<file path="config.mk">
export PLATFORM = sky130hd
export DESIGN_NAME = pipe_stage_skid
export DESIGN_NICKNAME = d
export VERILOG_FILES = /design/src/rtl/pipe_stage_skid.sv
export SDC_FILE = /design/constraint.sdc
export NUM_CORES = 1
export LEC_CHECK = 0
export BUFFER_PORTS_ARGS = -buffer_cell sky130_fd_sc_hd__buf_2
export CORE_UTILIZATION = 54
export DETAILED_ROUTE_END_ITERATION = 7
export GPL_ROUTABILITY_DRIVEN = 0
export PLACE_DENSITY_LB_ADDON = 0.12
export SLEW_MARGIN = 20
export SYNTH_ARGS = -nofsm -noshare
export SYNTH_HDL_FRONTEND = slang
export SYNTH_SLANG_ARGS = --single-unit
export TNS_END_PERCENT = 100
</file>
<file path="constraint.sdc">
create_clock -name clk_i -period 2.15 [get_ports clk_i]
set_input_delay 0.3225 -clock clk_i [delete_from_list [all_inputs] [get_ports clk_i]]
set_output_delay 0.3225 -clock clk_i [all_outputs]
set_load 0.03 [all_outputs]
</file>
<file path="src/rtl/pipe_stage_skid.sv">
// Pipeline-stage register with valid/ready handshake, optional two-entry skid buffer
// and synchronous flush; the control payload reads zero whenever no beat is held.
module pipe_stage_skid #(
    parameter int DATA_W  = 69,
    parameter int CTRL_W  = 4,
    parameter bit SKID_EN = 1'b1
) (
    input  logic              clk_i,
    input  logic              rst_i,
    input  logic              in_valid_i,
    output logic              in_ready_o,
    input  logic [DATA_W-1:0] in_data_i,
    input  logic [CTRL_W-1:0] in_ctrl_i,
    input  logic              flush_i,
    output logic              out_valid_o,
    input  logic              out_ready_i,
    output logic [DATA_W-1:0] out_data_o,
    output logic [CTRL_W-1:0] out_ctrl_o,
    output logic [1:0]        occ_o
);

    typedef enum logic [1:0] {
        EMPTY = 2'd0,
        FULL  = 2'd1,
        SKID  = 2'd2
    } state_t;

    state_t            state;
    logic              out_valid_q;
    logic [DATA_W-1:0] main_data;
    logic [CTRL_W-1:0] main_ctrl;
    logic [1:0]        occ_q;
    logic              in_fire;
    logic              out_fire;

    assign in_fire     = in_valid_i & in_ready_o;
    assign out_fire    = out_valid_q & out_ready_i;
    assign out_valid_o = out_valid_q;
    assign out_data_o  = main_data;
    assign out_ctrl_o  = main_ctrl;
    assign occ_o       = occ_q;

    generate
        if (SKID_EN) begin : g_skid
            logic              ready_q;
            logic [DATA_W-1:0] skid_data;
            logic [CTRL_W-1:0] skid_ctrl;

            // Ready comes straight from a flop so no combinational path runs back upstream.
            assign in_ready_o = ready_q;

            always_ff @(posedge clk_i or negedge rst_i) begin
                if (!rst_i) begin
                    state       <= EMPTY;
                    out_valid_q <= 1'b0;
                    main_data   <= '0;
                    main_ctrl   <= '0;
                    skid_data   <= '0;
                    skid_ctrl   <= '0;
                    ready_q     <= 1'b1;
                    occ_q       <= 2'd0;
                end else if (flush_i) begin
                    state       <= EMPTY;
                    out_valid_q <= 1'b0;
                    main_ctrl   <= '0;
                    ready_q     <= 1'b1;
                    occ_q       <= 2'd0;
                end else begin
                    case (state)
                        EMPTY: begin
                            if (in_fire) begin
                                main_data   <= in_data_i;
                                main_ctrl   <= in_ctrl_i;
                                out_valid_q <= 1'b1;
                                occ_q       <= 2'd1;
                                state       <= FULL;
                            end
                        end
                        FULL: begin
                            if (in_fire && out_fire) begin
                                main_data <= in_data_i;
                                main_ctrl <= in_ctrl_i;
                            end else if (in_fire) begin
                                // Downstream stalled: park the extra beat and close the gate.
                                skid_data <= in_data_i;
                                skid_ctrl <= in_ctrl_i;
                                ready_q   <= 1'b0;
                                occ_q     <= 2'd2;
                                state     <= SKID;
                            end else if (out_fire) begin
                                out_valid_q <= 1'b0;
                                main_ctrl   <= '0;
                                occ_q       <= 2'd0;
                                state       <= EMPTY;
                            end
                        end
                        SKID: begin
                            if (out_fire) begin
                                main_data <= skid_data;
                                main_ctrl <= skid_ctrl;
                                ready_q   <= 1'b1;
                                occ_q     <= 2'd1;
                                state     <= FULL;
                            end
                        end
                        default: begin
                            state       <= EMPTY;
                            out_valid_q <= 1'b0;
                            main_ctrl   <= '0;
                            ready_q     <= 1'b1;
                            occ_q       <= 2'd0;
                        end
                    endcase
                end
            end
        end else begin : g_single
            // Without a skid entry the stage may only accept when its beat leaves this cycle.
            assign in_ready_o = ~out_valid_q | out_ready_i;

            always_ff @(posedge clk_i or negedge rst_i) begin
                if (!rst_i) begin
                    state       <= EMPTY;
                    out_valid_q <= 1'b0;
                    main_data   <= '0;
                    main_ctrl   <= '0;
                    occ_q       <= 2'd0;
                end else if (flush_i) begin
                    state       <= EMPTY;
                    out_valid_q <= 1'b0;
                    main_ctrl   <= '0;
                    occ_q       <= 2'd0;
                end else begin
                    case (state)
                        EMPTY: begin
                            if (in_fire) begin
                                main_data   <= in_data_i;
                                main_ctrl   <= in_ctrl_i;
                                out_valid_q <= 1'b1;
                                occ_q       <= 2'd1;
                                state       <= FULL;
                            end
                        end
                        FULL: begin
                            if (in_fire) begin
                                main_data <= in_data_i;
                                main_ctrl <= in_ctrl_i;
                            end else if (out_fire) begin
                                out_valid_q <= 1'b0;
                                main_ctrl   <= '0;
                                occ_q       <= 2'd0;
                                state       <= EMPTY;
                            end
                        end
                        default: begin
                            state       <= EMPTY;
                            out_valid_q <= 1'b0;
                            main_ctrl   <= '0;
                            occ_q       <= 2'd0;
                        end
                    endcase
                end
            end
        end
    endgenerate

endmodule

</file>
**After elaboration in Yosys (flattened, before gate mapping)**

Index checks and enable logic that the tools add are counted.

- Flip-flop bits (word level): 150
- Bits of input ports: 78
- Output and inout bits: 77
- Logic and storage cells: 65

- Equality and inequality tests: 16
- Muxes and demuxes: 29
- Bitwise operators: 4
- Reductions and logical operators: 9

Operators by type and width:

| kind | number |
|---|---|
| $mux 69 | 3 |
| $pmux 69 s3 | 1 |
| $mux 4 | 6 |
| $ne 3x3->1 const B | 6 |
| $reduce_and 4->1 | 4 |
| $mux 2 | 6 |
| $ne 4x4->1 const B | 3 |
| $pmux 4 s3 | 1 |
| $ne 2x2->1 const B | 5 |
| $reduce_and 5->1 | 2 |
| $mux 1 | 9 |
| $pmux 1 s3 | 2 |
| $pmux 2 s3 | 1 |
| $reduce_bool 3->1 | 1 |
| $and 1x1->1 | 2 |
| $eq 2x1->1 const B | 1 |
| $eq 2x2->1 const B | 1 |
| $logic_not 2->1 | 1 |
| $not 1->1 | 2 |
| $logic_and 1x1->1 | 1 |

**Longest topological paths before layout**

- Depth in word-level cells: 6
- Depth in mapped cells: 7
- Mapped depth without buffers: 4

**Least setup slack after synthesis**

Ideal clock, no wire load.

- Kind: reg2reg
- From: register, netlist name occ_o[0]
- To: register main_data[10] (netlist: out_data_o[10])
- Library setup time: 0.125 ns
- Arrival time: 1.961 ns
- Data required time: 2.025 ns
- Path slack: 0.064 ns
- Stages on the path, launching flop included: 7
- Buffers on the path: 3
- Period minus slack after synthesis: 2.086 ns
- Cell sequence: dfrtp_1 buf_2 and2b_1 buf_2 buf_2 mux2_2 mux2_2

RTL lines:

| element | RTL line | RTL |
|---|---|---|
| end signal: assignment | 72 | `main_data <= in_data_i;` |
| end signal: assignment | 81 | `main_data <= in_data_i;` |
| end signal: assignment | 99 | `main_data <= skid_data;` |
| end: declaration | 30 | `logic [DATA_W-1:0] main_data;` |

**Final worst setup path**

- From: register g_skid.ready_q (netlist: in_ready_o)
- To: register main_data[0] (netlist: out_data_o[0])

- Cells in the longest elaborated chain, start to end: 4
- Elaborated cells between the ends (all ways): 5

Ends and longest elaborated chain:

| element | RTL line | RTL |
|---|---|---|
| start: declaration | 45 | `logic ready_q;` |
| start signal: assignment | 60 | `ready_q <= 1'b1;` |
| start signal: assignment | 66 | `ready_q <= 1'b1;` |
| start signal: assignment | 87 | `ready_q <= 1'b0;` |
| $and 1x1->1 (*) | 36 | `assign in_fire = in_valid_i & in_ready_o;` |
| $logic_and 1x1->1 | 80 | `if (in_fire && out_fire) begin` |
| $ne 2x2->1 (no source line) | -- |  |
| $reduce_and 5->1 (no source line) (*) | -- |  |

Every way passes the cells marked *; elsewhere a longest branch is shown, timed or not.
A chain may end at the register's enable or synchronous reset.

==> results.cfg <==
[global_route]
grt_overflow = 0
grt.total_usage = 0.225
grt_start_max_net_pins = 54
grt_pass1_wl_mm = 21.8
number_of_global_route_vias_before_repair = 4406
antenna_found_initial = 0

[synthesis]
ys_seq_elements = 150
synth_edf_count = 0
post-synth-top-area-fraction = 0.567
synth-warning-count = 0
avgSynthCellArea_sq_um = 15.4
synthCells = 428
adder_cell_share_of_the_synthesized_area = 0
synth.mux.area_fraction = 0.367
mappedNetlistArea_sq_um = 6570
unique_masters_post_synth = 29
synth.largest_area_cell = dfrtp_1
yosysMostFrequentCell = mux2_2
synth_top_family_by_area = multiplexers
synth-simple-area-share = 0.0148
synth.cells.most_frequent = mux2_2 (201), dfrtp_1 (149), buf_2 (19)
yosys_most_used_dff = dfrtp_1
post_synth_main_area_contributors = dfrtp_1 (57%), mux2_2 (34%), mux2_4 (2.3%), buf_2 (1.4%), o2bb2ai_1 (0.53%)
fraction_of_synthesized_cell_area_in_xor_and_xnor_cells = 0
synth_compound_area_frac = 0.0238
syn-num-nets = 506
yosysSeqAreaShare = 0.571
synth_async_sr_flop_share = 1.00

[route]
wl_per_cell_um = 17.4
dr.pass1.iters = 6
drtIter0Drc = 168
drt-total-wl_mm = 12.9
post-route-drc-count = 11
ant_nets = 0
post_drt_via_cell_ratio = 5.47
vias = 4058

[finish]
final_net_count = 665
fraction_of_layout_cells_with_a_size_suffix_above_1 = 0.686
number_of_fill_cells = 820
areaGrowthSynthToFinish_pct = 25.2
antenna_diode_count = 0

[power_and_ir_drop]
fin_total_pwr_mw = 12.0
irDropWorstVdd_mv = 0.790
power_density_of_the_placed_cells_nw_per_um2 = 1460
cellLeakagePower_nw = 3.84

[critical_path]
path_class = reg2reg
startpoint_type = flop
crit_path_max_fo = 40
timing.critical_path.required_ns = 2.45
critPathArrivalTime_ns = 2.37
crit_path_end_kind = flop

[timing]
min_period_over_period = 0.964
fin_skew_ns = 0.00555
period_needed_ns = 2.07
rsz0062_at_grt = false
maxClockFrequency_ghz = 0.483
final-hold-violation-count = 0
remaining_max_slew_budget_at_the_tightest_pin = 0.658
timing.setup.tns_ns = 0
final-max-slew-violation-count = 0
setup-violations-final = 0
worst_slew_pin_slew_ns = 0.513

[hold_path]
timing.hold.worst.class = in2reg

[clocking]
cts_inserted_buffers = 17
root_buffer_master = clkbuf_16
cts_max_path_buffers = 2
ctsHoldBuffers = 1
clock_latency_ns = 0.41
cts_tree = done
post_cts_buffers = 0
cts.htree.levels = 4
clk_pin_slew_worst_paths_ns = 0.06
ctsResizeCount = 0
cts.sink_count = 150

[die]
rows = 39
chipWidth_um = 112
core_area_sq_um = 11700
top_level_ports = 155
die_area_sq_um = 12600
die_h_um = 112
initial_core_util = 0.564

[flow_run]
maxCapViolations = 0

[run_status]
status = finished, violations left
violations = design-rule violations

[place]
detailed_place_hpwl_mm = 8.72
buffer_ports.inserted = 154
[flip-flops by register name, indices dropped and copies added, names as in the netlist]
name / flops
g_skid.skid_ctrl: 4
g_skid.skid_data: 69
in_ready_o: 1
occ_o: 2
out_ctrl_o: 4
out_data_o: 69
out_valid_o: 1
[cell type report]
class | count | area [sq um] | area share
repair buffers | 166 | 957 | 0.116
multi-input cells | 251 | 2690 | 0.327
inverters | 1 | 3.75 | 0.000456
flip-flops and latches | 150 | 3750 | 0.456
clock buffers | 21 | 470 | 0.0572
well taps | 143 | 179 | 0.0217
clock inverters | 10 | 175 | 0.0213
[per-stage QoR]
stage / setup WS (ns) / hold slack, ns / instances / area, sq um / util
after CTS: 0.0797 / 0.133 / 742 / 8230 / 0.706
after detailed placement: 0.0978 / 0.312 / 710 / 7570 / 0.650
after global routing: 0.000327 / 0.147 / 742 / 8230 / 0.706
final: 0.0779 / 0.153 / 742 / 8230 / 0.706
after global placement: 0.158 / 0.314 / 710 / 7570 / 0.650
after floorplan: 0.0645 / 0.0269 / 428 / 6570 / -
[where the power goes]
part           internal, mW  switching, mW
logic                  1.76           2.22
clock network          2.13           1.09
registers              4.15          0.647
total                  8.04           3.95
[logic make-up (layout without fill, tap and decap cells)]
group,after synthesis,in the layout
muxes,211,211
DFF,150,150
buffers and inverters,27,198
AOI/OAI and AO/OA,21,21
and+or+nand+nor,19,19
[critical path, stage by stage (launching register included)]
cell     delay, ns
dfstp_2       0.57
and3b_1       0.35
a22oi_4       0.14
a21oi_4       0.23
buf_12        0.27
mux2_2        0.38
[layer usage]
layer	track usage	wire length (um)
met5	0	0
met3	0.0518	695
met2	0.383	6560
met4	0.0924	172
met1	0.277	5470
[worst paths after layout]
kind	startpoint	endpoint	slack, ns	cells after the start
min in group asynchronous	rst_i	out_data_o[40]	0.43	2
setup reg to reg	in_ready_o	out_data_o[0]	0.08	5
hold reg to reg	out_ctrl_o[1]	out_ctrl_o[1]	0.49	1
max in group asynchronous	rst_i	g_skid.skid_data[67]	1.06	3
hold / removal	in_data_i[5]	g_skid.skid_data[5]	0.15	2
setup / recovery	in_ready_o	out_data_o[0]	0.08	5
[placed cells by master (no fill, tap or decap), types with 2 or more instances in the layout]
cell type,count
clkinv_2,5
mux2_2,201
buf_4,4
buf_2,153
a21o_1,2
a21oi_1,6
a22oi_1,4
o2bb2ai_1,4
o21ai_0,2
clkbuf_8,3
dfrtp_1,149
nand2_1,6
mux2_4,10
buf_12,7
bufinv_16,5
nor2_1,3
clkbuf_16,17
No activity file was read; power rests on OpenSTA's default activity.
